$ cat src/rtl/hazard_pkg.sv
`default_nettype none
// ============================================================================
// Module      : hazard_pkg
// Description : Shared types and constants for the pipeline hazard controller.
//               Forwarding-select encoding, controller FSM states, the x0
//               register index and a small forwarding-priority helper.
// Revision    : 1.0 - initial release
// ============================================================================
package hazard_pkg;

    // EX-stage operand source select
    typedef enum logic [1:0] {
        FWD_RF  = 2'b00,  // register file read data
        FWD_MEM = 2'b01,  // ALU result held in EX/MEM
        FWD_WB  = 2'b10   // write-back data in MEM/WB
    } fwd_sel_t;

    // Controller state
    typedef enum logic {
        RUN   = 1'b0,
        FLUSH = 1'b1
    } hz_state_t;

    // Architectural zero register; never a forwarding source
    localparam int REG_X0 = 0;

    // The younger producer (MEM) holds the newest value, so it wins over WB.
    function automatic fwd_sel_t fwd_select(input logic mem_hit, input logic wb_hit);
        if (mem_hit) begin
            return FWD_MEM;
        end else if (wb_hit) begin
            return FWD_WB;
        end
        return FWD_RF;
    endfunction

endpackage
`default_nettype wire

$ cat src/rtl/hazard_perf_cnt.sv
`default_nettype none
// ============================================================================
// Module      : hazard_perf_cnt
// Description : Pair of saturating 32-bit event counters for the hazard
//               controller (stall cycles and taken-branch flush entries).
//               Only instantiated when HAZARD_PERF_EN is defined.
// Ports       : clk, reset_n      - clock, async active-low reset
//               stall_i           - count this cycle as a stall cycle
//               flush_entry_i     - count one flush entry (one per branch)
//               stall_cnt_o       - saturating stall-cycle count
//               flush_cnt_o       - saturating flush-entry count
// Revision    : 1.0 - initial release
// ============================================================================
module hazard_perf_cnt (
    input  logic        clk,
    input  logic        reset_n,
    input  logic        stall_i,
    input  logic        flush_entry_i,
    output logic [31:0] stall_cnt_o,
    output logic [31:0] flush_cnt_o
);

    logic [31:0] stall_cnt_q;
    logic [31:0] flush_cnt_q;

    always_ff @(posedge clk or negedge reset_n) begin
        if (!reset_n) begin
            stall_cnt_q <= '0;
            flush_cnt_q <= '0;
        end else begin
            // Counters stick at all-ones rather than wrapping
            if (stall_i && (stall_cnt_q != 32'hFFFF_FFFF)) begin
                stall_cnt_q <= stall_cnt_q + 32'd1;
            end
            if (flush_entry_i && (flush_cnt_q != 32'hFFFF_FFFF)) begin
                flush_cnt_q <= flush_cnt_q + 32'd1;
            end
        end
    end

    assign stall_cnt_o = stall_cnt_q;
    assign flush_cnt_o = flush_cnt_q;

endmodule
`default_nettype wire

$ cat src/rtl/hazard_ctrl.sv
`default_nettype none
// ============================================================================
// Module      : hazard_ctrl
// Description : Hazard controller for the 5-stage RV32 pipeline. Shadows the
//               register fields of the instructions in EX, MEM and WB and
//               derives EX operand forwarding selects, load-use stall/bubble
//               and taken-branch flush. Owns no datapath.
// Config      : HAZARD_PERF_EN - adds perf_stall_cnt / perf_flush_cnt outputs
// Ports       : clk, reset_n             - clock, async active-low reset
//               id_*                     - decoded fields of the ID instruction
//               ex_branch_taken          - EX resolved a taken branch/jump
//               stall_if_id              - hold PC and IF/ID
//               bubble_ex                - load NOP into ID/EX
//               flush                    - kill IF/ID and ID/EX
//               fwd_a, fwd_b             - EX operand A/B source select
//               perf_*_cnt (optional)    - saturating event counters
// Revision    : 1.0 - initial release
// ============================================================================
module hazard_ctrl
    import hazard_pkg::*;
#(
    parameter int REG_AW       = 5,
    parameter int FLUSH_CYCLES = 2
) (
    input  logic              clk,
    input  logic              reset_n,
    input  logic              id_valid,
    input  logic [REG_AW-1:0] id_rs1,
    input  logic [REG_AW-1:0] id_rs2,
    input  logic              id_uses_rs2,
    input  logic [REG_AW-1:0] id_rd,
    input  logic              id_reg_write,
    input  logic              id_mem_read,
    input  logic              ex_branch_taken,
    output logic              stall_if_id,
    output logic              bubble_ex,
    output logic              flush,
    output logic [1:0]        fwd_a,
    output logic [1:0]        fwd_b
`ifdef HAZARD_PERF_EN
   ,output logic [31:0]       perf_stall_cnt,
    output logic [31:0]       perf_flush_cnt
`endif
);

    // Counter holds the flush cycles remaining after the entry cycle
    localparam int                CNT_W = (FLUSH_CYCLES > 1) ? $clog2(FLUSH_CYCLES) : 1;
    localparam logic [REG_AW-1:0] X0    = REG_AW'(REG_X0);

    // Shadow pipeline registers
    logic [REG_AW-1:0] ex_rs1_q, ex_rs2_q, ex_rd_q, mem_rd_q, wb_rd_q;
    logic              ex_rw_q, ex_ld_q, mem_rw_q, wb_rw_q;
    logic [REG_AW-1:0] ex_rs1_d, ex_rs2_d, ex_rd_d;
    logic              ex_rw_d, ex_ld_d;

    hz_state_t         state_q;
    logic [CNT_W-1:0]  cnt_q;

    logic              load_use;
    logic              flush_entry;
    logic              flush_w;
    logic              stall_w;
    logic              ex_bubble;
    fwd_sel_t          fwd_a_sel;
    fwd_sel_t          fwd_b_sel;

    // ------------------------------------------------------------------
    // Hazard detection
    // ------------------------------------------------------------------
    always_comb begin
        load_use = ex_ld_q && ex_rw_q && (ex_rd_q != X0) && id_valid &&
                   ((ex_rd_q == id_rs1) || (id_uses_rs2 && (ex_rd_q == id_rs2)));

        // A taken branch reported while already flushing belongs to a
        // squashed instruction, so only RUN can start a flush. Gating with
        // reset_n keeps flush low for the whole reset window.
        flush_entry = reset_n && (state_q == RUN) && ex_branch_taken;
        flush_w     = flush_entry || (state_q == FLUSH);

        // Flush already kills ID, so it takes precedence over the stall
        stall_w     = load_use && !flush_w;
        ex_bubble   = !id_valid || load_use || flush_w;

        ex_rs1_d = ex_bubble ? '0 : id_rs1;
        ex_rs2_d = ex_bubble ? '0 : id_rs2;
        ex_rd_d  = ex_bubble ? '0 : id_rd;
        ex_rw_d  = ex_bubble ? 1'b0 : id_reg_write;
        ex_ld_d  = ex_bubble ? 1'b0 : id_mem_read;
    end

    // ------------------------------------------------------------------
    // Forwarding selects from shadow state
    // ------------------------------------------------------------------
    always_comb begin
        fwd_a_sel = fwd_select(mem_rw_q && (mem_rd_q != X0) && (mem_rd_q == ex_rs1_q),
                               wb_rw_q  && (wb_rd_q  != X0) && (wb_rd_q  == ex_rs1_q));
        fwd_b_sel = fwd_select(mem_rw_q && (mem_rd_q != X0) && (mem_rd_q == ex_rs2_q),
                               wb_rw_q  && (wb_rd_q  != X0) && (wb_rd_q  == ex_rs2_q));
    end

    // ------------------------------------------------------------------
    // Shadow register advance
    // ------------------------------------------------------------------
    always_ff @(posedge clk or negedge reset_n) begin
        if (!reset_n) begin
            ex_rs1_q <= '0;
            ex_rs2_q <= '0;
            ex_rd_q  <= '0;
            ex_rw_q  <= 1'b0;
            ex_ld_q  <= 1'b0;
            mem_rd_q <= '0;
            mem_rw_q <= 1'b0;
            wb_rd_q  <= '0;
            wb_rw_q  <= 1'b0;
        end else begin
            ex_rs1_q <= ex_rs1_d;
            ex_rs2_q <= ex_rs2_d;
            ex_rd_q  <= ex_rd_d;
            ex_rw_q  <= ex_rw_d;
            ex_ld_q  <= ex_ld_d;
            mem_rd_q <= ex_rd_q;
            mem_rw_q <= ex_rw_q;
            wb_rd_q  <= mem_rd_q;
            wb_rw_q  <= mem_rw_q;
        end
    end

    // ------------------------------------------------------------------
    // Flush FSM
    // ------------------------------------------------------------------
    always_ff @(posedge clk or negedge reset_n) begin
        if (!reset_n) begin
            state_q <= RUN;
            cnt_q   <= '0;
        end else begin
            case (state_q)
                RUN: begin
                    // A single-cycle flush is fully covered by the entry cycle
                    if (ex_branch_taken && (FLUSH_CYCLES > 1)) begin
                        state_q <= FLUSH;
                        cnt_q   <= CNT_W'(FLUSH_CYCLES - 1);
                    end
                end
                FLUSH: begin
                    if (cnt_q <= CNT_W'(1)) begin
                        state_q <= RUN;
                        cnt_q   <= '0;
                    end else begin
                        cnt_q   <= cnt_q - CNT_W'(1);
                    end
                end
            endcase
        end
    end

    assign stall_if_id = stall_w;
    assign bubble_ex   = stall_w;
    assign flush       = flush_w;
    assign fwd_a       = fwd_a_sel;
    assign fwd_b       = fwd_b_sel;

`ifdef HAZARD_PERF_EN
    hazard_perf_cnt u_perf_cnt (
        .clk           (clk),
        .reset_n       (reset_n),
        .stall_i       (stall_w),
        .flush_entry_i (flush_entry),
        .stall_cnt_o   (perf_stall_cnt),
        .flush_cnt_o   (perf_flush_cnt)
    );
`endif

endmodule
`default_nettype wire

$ cat config.mk
export PLATFORM = sky130hd
export DESIGN_NAME = hazard_ctrl
export DESIGN_NICKNAME = d
export VERILOG_FILES = /design/src/rtl/hazard_pkg.sv /design/src/rtl/hazard_perf_cnt.sv /design/src/rtl/hazard_ctrl.sv
export SDC_FILE = /design/constraint.sdc
export NUM_CORES = 1
export LEC_CHECK = 0
export CAP_MARGIN = 30
export CELL_PAD_IN_SITES_DETAIL_PLACEMENT = 2
export CELL_PAD_IN_SITES_GLOBAL_PLACEMENT = 2
export CORE_UTILIZATION = 32
export CTS_CLUSTER_SIZE = 30
export DETAILED_ROUTE_END_ITERATION = 8
export GPL_TIMING_DRIVEN = 0
export PLACE_DENSITY = 0.8
export SLEW_MARGIN = 20
export SYNTH_ARGS = -nofsm -noshare
export SYNTH_HDL_FRONTEND = slang
export SYNTH_HIERARCHICAL = 1
export SYNTH_SLANG_ARGS = --single-unit
$ cat constraint.sdc
create_clock -name clk -period 2.03 [get_ports clk]
set_input_delay 0.406 -clock clk [delete_from_list [all_inputs] [get_ports clk]]
set_output_delay 0.406 -clock clk [all_outputs]
set_load 0.05 [all_outputs]
==> metrics list, run 1 <==
- Measured slew at the worst slew-check pin: 0.479 ns
- Boundary pin count: 29
- The synthesized design contains 0 enable-type register cells.
* Result of the run: complete, but fails checks
* Cell mode on critical path: sky130_fd_sc_hd__nor4_4
- Among all cell types in the netlist, the one instantiated most often is sky130_fd_sc_hd__dfrtp_1.
- Fraction of synthesized cell area taken by the top area cell type: 54.3%
- Average wire length per cell after detail routing: 20.1 um
- The number of global-route vias before repair is 1317.
* Site Rows: 23
- Multi-input combinational cell area: 753 sq um
- Post-route clock skew: 0.00586 ns
- For the worst setup path, the data required time is 1.62 ns.
* Final max-slew violation count: 0
- The die covers 0.00459 sq mm.
- In this run switching power makes up 26.5% of total power.
- Yosys warning count: 6
- Clock group share of total power: 39.0%
- After the last flow step, the layout net total stands at 195.
* Worst setup margin: -0.282 ns
- Vias/cell: 5.09
* Initial cell density of the core: 33.8%
* Launch point of the critical path: mem_rd_q[1]
- Clock slew at reported path FFs: 0.06 ns
* Maximum frequency from static timing analysis: 0.433 GHz
- Counting flops and latches in the post-synthesis netlist gives 30.
- Type of origin of the critical path: register
- Number of sinks driven by the clock tree: 30
- For this run, design rule violations remaining after detail routing come to 0.
- Total of endpoints with negative setup slack in the final report: 6
* Pwr/cell area: 715 mW/mm^2
- Via count of the routed design: 1140
- The largest single stage delay on the critical path is 0.56 ns.
- Measured along the x axis, the die boundary spans 67.7 um.
* Number of buffer and inverter instances along the worst setup path: 1
- Worst-path fanout max: 2
- Entering global routing, the biggest net connects 32 pins.
* Cell at the root of the clock tree: sky130_fd_sc_hd__clkbuf_8
- In this run, CTS created clock tree buffers numbering 5.
- Max cap viols: 0
- Internal power comes to 0.00110 W.
- The detail route stage leaves a number of antenna-violating nets equal to 0.
* Cell types with the highest counts after synthesis: sky130_fd_sc_hd__dfrtp_1, sky130_fd_sc_hd__nand3_1, sky130_fd_sc_hd__a21oi_1
* FF-to-FF path depth: 7
* GRT Overall Usage: 20.7%
* Largest cells by area after synthesis: sky130_fd_sc_hd__dfrtp_1, sky130_fd_sc_hd__xnor2_1, sky130_fd_sc_hd__xor2_1, sky130_fd_sc_hd__nand3_1, sky130_fd_sc_hd__a21oi_1
* Crit Path Class: reg2out
- Sequential element share of the synthesized area: 54.3%
* Mapped Area: 0.00138 sq mm
- Total of fill cells in the finished design: 395
* Register area: 757 sq um
- Gate count of the mapped netlist: 125
* RD Place Congestion: 0.747
* Violated checks: setup timing
- Setup repair after global routing could not meet its margin everywhere.
* Library cell contributing the largest single delay on the critical path: sky130_fd_sc_hd__or4_4
- In this run the number of H-tree levels came out at 2.
- Crit path max-delay family: simple AND/OR/NAND/NOR gates
- Worst slack at placement: -1.18 ns
- Sequential fraction of design power: 44.1%
* Netlist cell types: 23
- The clock reaches the later pin of the worst-skew pair after 0.28 ns.
* Worst slew margin: 68.1%
- Proportion of power drawn by combinational gates: 16.9%
* Worst voltage drop across the vdd grid: 550 uV
- Setup slack on the worst reg-to-reg path comes out at 0.09 ns.
* Standby leakage power: 0.971 nW
- STA classifies the critical path endpoint as an output port.
- Fraction of the cycle the final worst path needs: 114%
* Final hold slack: 0.0607 ns
- The first global-routing pass estimated 6490 um of wire.
- Mapped Nets: 147
* Relative area change from synthesis to final layout: 51.9%
* Total congestion overflow: 0
- Initial DRT Pass Iterations: 2
* Avg Cell Area, Syn: 11.1 sq um
* Dominant synthesized flop cell: sky130_fd_sc_hd__dfrtp_1
- Path type of the worst min-delay path: in2async
- Proportion of synthesized flip-flops having asynchronous set or reset: 100%
- Initial antenna violation count: 0
* Inserted Diodes: 0
* Yosys top cell by area: sky130_fd_sc_hd__dfrtp_1
- Input and output buffers added on the ports amount to 27.
* Buffer depth of the longest clock path: 2
* Hold violation count in the final report: 0
- Endpoint of the most critical register-to-register path: ex_rs1_q[3]
- Ratio of cells with drive above 1 in the final layout: 35.1%
* Net switching component of the power: 0.000398 W
- The startpoint identified for the worst register-to-register timing path is ex_rd_q[2].
* Overall routed net length: 4500 um
* Number of violations reported at the end of detailed-routing iteration 0: 21
* Detailed Place HPWL: 2850 um
* Clock tree from TritonCTS: built
- Core ar.: 0.00409 sq mm
- Min cycle time layout: 2.31 ns
- The die is 67.7 um tall.
- CP cell instances: or4_4 -> o21ai_4 -> nor4_4 -> nor4_4 -> buf_6
- Crit path DAT: 1.91 ns
-- flip-flops by register name, indices dropped and copies added, names as in the netlist, 5 cells and up --
name	count
ex_rd_q	5
ex_rs1_q	5
ex_rs2_q	5
mem_rd_q	5
wb_rd_q	5
-- cells in the final DEF (no fill, tap or decap), types with 3 or more instances in the layout --
master                            netlist  routed
sky130_fd_sc_hd__nand3_1               21      18
sky130_fd_sc_hd__or4_4                  1       3
sky130_fd_sc_hd__xnor2_2                0       7
sky130_fd_sc_hd__clkbuf_8               0       5
sky130_fd_sc_hd__dfrtp_2                0       5
sky130_fd_sc_hd__buf_6                  0       7
sky130_fd_sc_hd__xnor2_1               16       9
sky130_fd_sc_hd__nor4_4                 0       4
sky130_fd_sc_hd__a21oi_1               18      17
sky130_fd_sc_hd__buf_2                  2       3
sky130_fd_sc_hd__dlygate4sd2_1          0      10
sky130_fd_sc_hd__buf_4                  1      13
sky130_fd_sc_hd__clkdlybuf4s50_1        0       9
sky130_fd_sc_hd__dfrtp_1               30      25
sky130_fd_sc_hd__nand3_2                0       3
sky130_fd_sc_hd__xor2_1                14      14
-- final cells by class --
type                    instances  area share (%)
clock buffers                   5            3.28
flip-flops and latches         30            36.1
inverters                       1           0.179
plain buffers                   6            1.73
repair buffers                 41            18.0
well taps                      50            2.98
multi-input cells              88            35.9
clock inverters                 3            1.91
-- kinds of logic after synthesis --
| group | Yosys count | share of synthesized area [%] |
|---|---|---|
| DFF | 30 | 54.3 |
| xor gates and xnor gates | 30 | 19.0 |
| AOI/OAI and AO/OA | 22 | 9.05 |
| buffers and inverters | 7 | 2.35 |
| and+or+nand+nor | 36 | 15.3 |
-- how the worst max path moves through the flow --
| stage | end | slack, ns | cells after the start |
|---|---|---|---|
| after floorplan | fwd_a[1] | -0.21 | 4 |
| after global placement | stall_if_id | -1.91 | 5 |
| after detailed placement | stall_if_id | -1.18 | 7 |
| after CTS | fwd_a[1] | -0.29 | 4 |
| after global routing | fwd_a[1] | -0.34 | 5 |
| final | fwd_a[1] | -0.28 | 5 |
-- per-stage QoR --
| step | setup TNS [ns] | instance area (sq um) | util (%) | std cells | power (W) |
|---|---|---|---|---|---|
| CTS | -1.00 | 2030 | 49.6 | 218 | 0.00150 |
| finish | -0.925 | 2100 | 51.4 | 224 | 0.00150 |
| floorplan | -0.414 | 1440 | - | 125 | 0.000786 |
| detailed placement | -8.26 | 1770 | 43.3 | 202 | 0.000885 |
| global route | -1.37 | 2100 | 51.4 | 224 | 0.00156 |
| global placement | -22.29 | 1780 | 43.4 | 202 | 0.000871 |
-- metal layers --
layer | GRT usage [%] | share of wire [%] | vias up
met2 | 40.5 | 57 | 29
met4 | 7.98 | 0.98 | 0
met5 | 0 | 0 | -
met1 | 20.9 | 38 | 576
met3 | 4.22 | 3.6 | 6
li1 | - | - | 529
-- power by group through the flow --
stage	Sequential [W]	Clock [W]	Combinational, W
4_1_cts	0.000661	0.000597	0.000242
3_3_place_gp	0.000670	0	0.000201
3_5_place_dp	0.000672	0	0.000213
6_report	0.000663	0.000586	0.000254
5_1_grt	0.000667	0.000622	0.000270
2_1_floorplan	0.000661	0	0.000124
-- timing repair --
action,4_1_cts,5_1_grt
pin swaps,13,10
hold buffers,0,0
setup buffers,8,6
resized for setup,76,9
setup endpoints to repair,17,7
Power figures use the tool's default switching activity.
==> inputs of run 2 (changes only) <==
Settings changed: CORE_UTILIZATION 32 to 39, DONT_BUFFER_PORTS set to 1, PLACE_DENSITY 0.8 to 0.78.
==> metrics list, run 2 (synthesized netlist as in run 1, its figures left out) <==
- The number of placement rows came to 21 (-8.7%).
* Reg-to-Reg Start: ex_rd_q[4]
- The count of buffers inserted at the top-level ports was 0 (-100%).
- The placer's final routability congestion estimate was 0.787 (+5.2%).
- The combinational share of power came to 16.7% (-0.2 points).
- FF-to-FF path depth: 6 (-1)
- Register-to-register setup slack: 0.39 ns (+0.30 ns)
- The static leakage power was 0.773 nW (-20%).
* Maximum frequency from static timing analysis: 0.369 GHz (-15%)
- The share of layout cells above drive strength 1 came to 30.0% (-5.1 points).
- The measured slew at the worst slew-check pin was 0.877 ns (+0.398 ns).
- The post-route non-filler standard cell count was 186 (-17%).
- The total via count after detailed routing is 1018 (-11%).
* Unrepaired setup endpoints after global routing: yes
- The maximum level of the CTS H-tree came to 2 (unchanged).
- The number of endpoints failing setup at the final stage is 6 (unchanged).
- Core ar.: 0.00336 sq mm (-18%)
- Number of violations reported at the end of detailed-routing iteration 0: 24 (+14%)
- Broken down by cell family, the worst path's largest delay share belongs to simple AND/OR/NAND/NOR gates.
- The number of clock sinks seen by CTS came to 30 (unchanged).
* Average wire length per cell after detail routing: 21.5 um (+7.0%)
- The setup path with the least slack is of type reg2out.
- The data required time at the worst endpoint is 1.62 ns (about the same).
* Pwr/cell area: 698 mW/mm^2 (-2.4%)
* Fraction of the cycle the final worst path needs: 133% (+20 points)
- Net switching component of the power: 0.000341 W (-14%)
- Clock tree synthesis selected as its root buffer the cell sky130_fd_sc_hd__clkbuf_4.
- STA classifies the critical path endpoint as an output port.
- The post-CTS clock slew at the launch and capture registers of the worst setup and hold paths came to 0.09 ns (+0.03 ns).
* Overall routed net length: 4000 um (-11%)
- The clock insertion delay at the later pin of the skew report was 0.32 ns (+0.04 ns).
- Initial cell density of the core: 41.1% (+7.3 points)
* Post-route DRC violation count: 0 (unchanged)
- Sequential fraction of design power: 54.8% (+11 points)
- Final core occ: 51.6% (+0.22 points)
- The vertical die dimension is 61.5 um (-9.1%).
- The die span in x came to 61.5 um (-9.1%).
* Max cap viols: 0 (unchanged)
- Violated checks: setup timing
- Final max-slew violation count: 0 (unchanged)
* Worst voltage drop across the vdd grid: 466 uV (-15%)
- The average via count per standard cell is 5.47 (+7.5%).
* Worst-path fanout max: 4 (+2)
* Pin count of the biggest net entering global routing: 31 (-3.1%)
- The number of nets at the end of the flow is 163 (-16%).
- Highest cell delay on the worst timing path: 0.58 ns (+0.02 ns)
* CP cell instances: or4_4 -> o21ai_4 -> nor4_4 -> nor4_4
- The number of buffers on the longest clock path came to 2 (unchanged).
- The post-layout total power is 0.00121 W (-19%).
- The internal cell power was 0.000870 W (-21%).
* Highest-count cells in the layout ignoring fill and taps: sky130_fd_sc_hd__dfrtp_1, sky130_fd_sc_hd__nand3_1, sky130_fd_sc_hd__a21oi_1
* Library cell contributing the largest single delay on the critical path: sky130_fd_sc_hd__nor4_4
* Path type of the worst min-delay path: in2reg
- Crit path DAT: 2.30 ns (+0.39 ns)
- Hold violation count in the final report: 0 (unchanged)
* Post-route clock skew: 0.00700 ns (+0.00114 ns)
- The remaining antenna violation count came to 0 (unchanged).
- Boundary pin count: 29 (unchanged)
* Total Die Area: 0.00379 sq mm (-17%)
* Initial DRT Pass Iterations: 3 (+1)
- Total congestion overflow: 0 (unchanged)
- Cell mode on critical path: sky130_fd_sc_hd__nor4_4
- CP Depth: 4 (-1)
- The initial antenna violation count is 0 (unchanged).
* Launch point of the critical path: mem_rd_q[1]
- Type of origin of the critical path: register
- The first-pass GRT wire length came to 5820 um (-10%).
- Inserted Diodes: 0 (unchanged)
- Number of buffer and inverter instances along the worst setup path: 0 (-1)
- The worst setup slack after layout was -0.680 ns (-0.398 ns).
* Cts bufs inserted: 5 (unchanged)
* Worst setup path endpoint: fwd_a[1]
* Worst slew margin: 41.1% (-27 points)
- Endpoint of the most critical register-to-register path: ex_rs2_q[1]
- Clock tree from TritonCTS: built
* Total negative setup slack: -2.19 ns (-1.27 ns)
- The placed instance count is 171 (-15%).
- Most common library cell in the layout ignoring fill and taps: sky130_fd_sc_hd__dfrtp_1
- GRT Overall Usage: 23.1% (+2.4 points)
- The minimum clock period after layout is 2.71 ns (+0.398 ns).
- The share of power burned in the clock network is 28.6% (-10 points).
* Relative area change from synthesis to final layout: 25.5%
- The HPWL reported at the end of detailed placement was 2650 um (-7.2%).
- Vias in the first global route: 1144 (-13%)
- The run finished, with violations left.
- Switching share of power: 28.1% (+1.7 points)
-- run 2: how the worst min path moves through the flow --
stage | start | to | slack (ns) | cells past startpoint
global route | ex_branch_taken | state_q | 0.20 | 1
floorplan | reset_n | ex_ld_q | 0.11 | 0
CTS | id_rs1[4] | ex_rs1_q[4] | 0.20 | 2
finish | id_rd[4] | ex_rd_q[4] | 0.21 | 2
detailed placement | reset_n | state_q | 0.11 | 0
global placement | reset_n | ex_rw_q | 0.11 | 0
-- run 2: area by class of cell --
| cell class | instances | area, sq um |
|---|---|---|
| Buffer | 5 | 36.3 |
| Clock buffer | 6 | 51.3 |
| Fill cell | 355 | 1630 |
| Inverter | 1 | 7.51 |
| Multi-Input combinational cell | 88 | 736 |
| Sequential cell | 30 | 757 |
| Tap cell | 46 | 57.6 |
| Timing Repair Buffer | 10 | 90.1 |
-- run 2: power groups by stage --
stage	combinational, W	clock (W)	sequential, W
after floorplan	0.000124	0	0.000661
after global placement	0.000139	0	0.000669
after detailed placement	0.000151	0	0.000672
after CTS	0.000183	0.000354	0.000662
after global routing	0.000217	0.000376	0.000668
final	0.000202	0.000346	0.000663
-- run 2: metal layers --
layer / routed length, um / global-route usage [%] / up-vias / part of all wire [%]
li1: - / - / 468 / -
met1: 1610 / 27.4 / 511 / 40
met2: 2140 / 39.6 / 30 / 54
met3: 162 / 7.56 / 9 / 4.1
met4: 80 / 7.62 / 0 / 2.0
met5: 0 / 0 / - / 0
-- run 2: worst reg2reg max path, delay by kind of cell, from the launching register on --
family | cells | cell delay [ns]
XOR/XNOR | 1 | 0.21
AO/OA/AOI/OAI | 2 | 0.34
flip-flops | 1 | 0.48
AND/OR/NAND/NOR | 1 | 0.13
buffers and inverters | 2 | 0.37
-- run 2: metrics by stage --
step / setup WS (ns) / hold slack (ns) / area, sq um
floorplan: -0.207 / 0.110 / 1440
CTS: -0.722 / 0.200 / 1660
finish: -0.680 / 0.206 / 1740
detailed placement: -0.379 / 0.111 / 1500
global placement: -0.292 / 0.111 / 1500
global route: -0.770 / 0.203 / 1740
-- run 2: repair_timing --
action	4_1_cts	5_1_grt
hold buffers	2	0
hold endpoints to repair	30	0
resized for setup	14	8
setup endpoints to repair	7	8
setup buffers	2	6
pin swaps	5	5
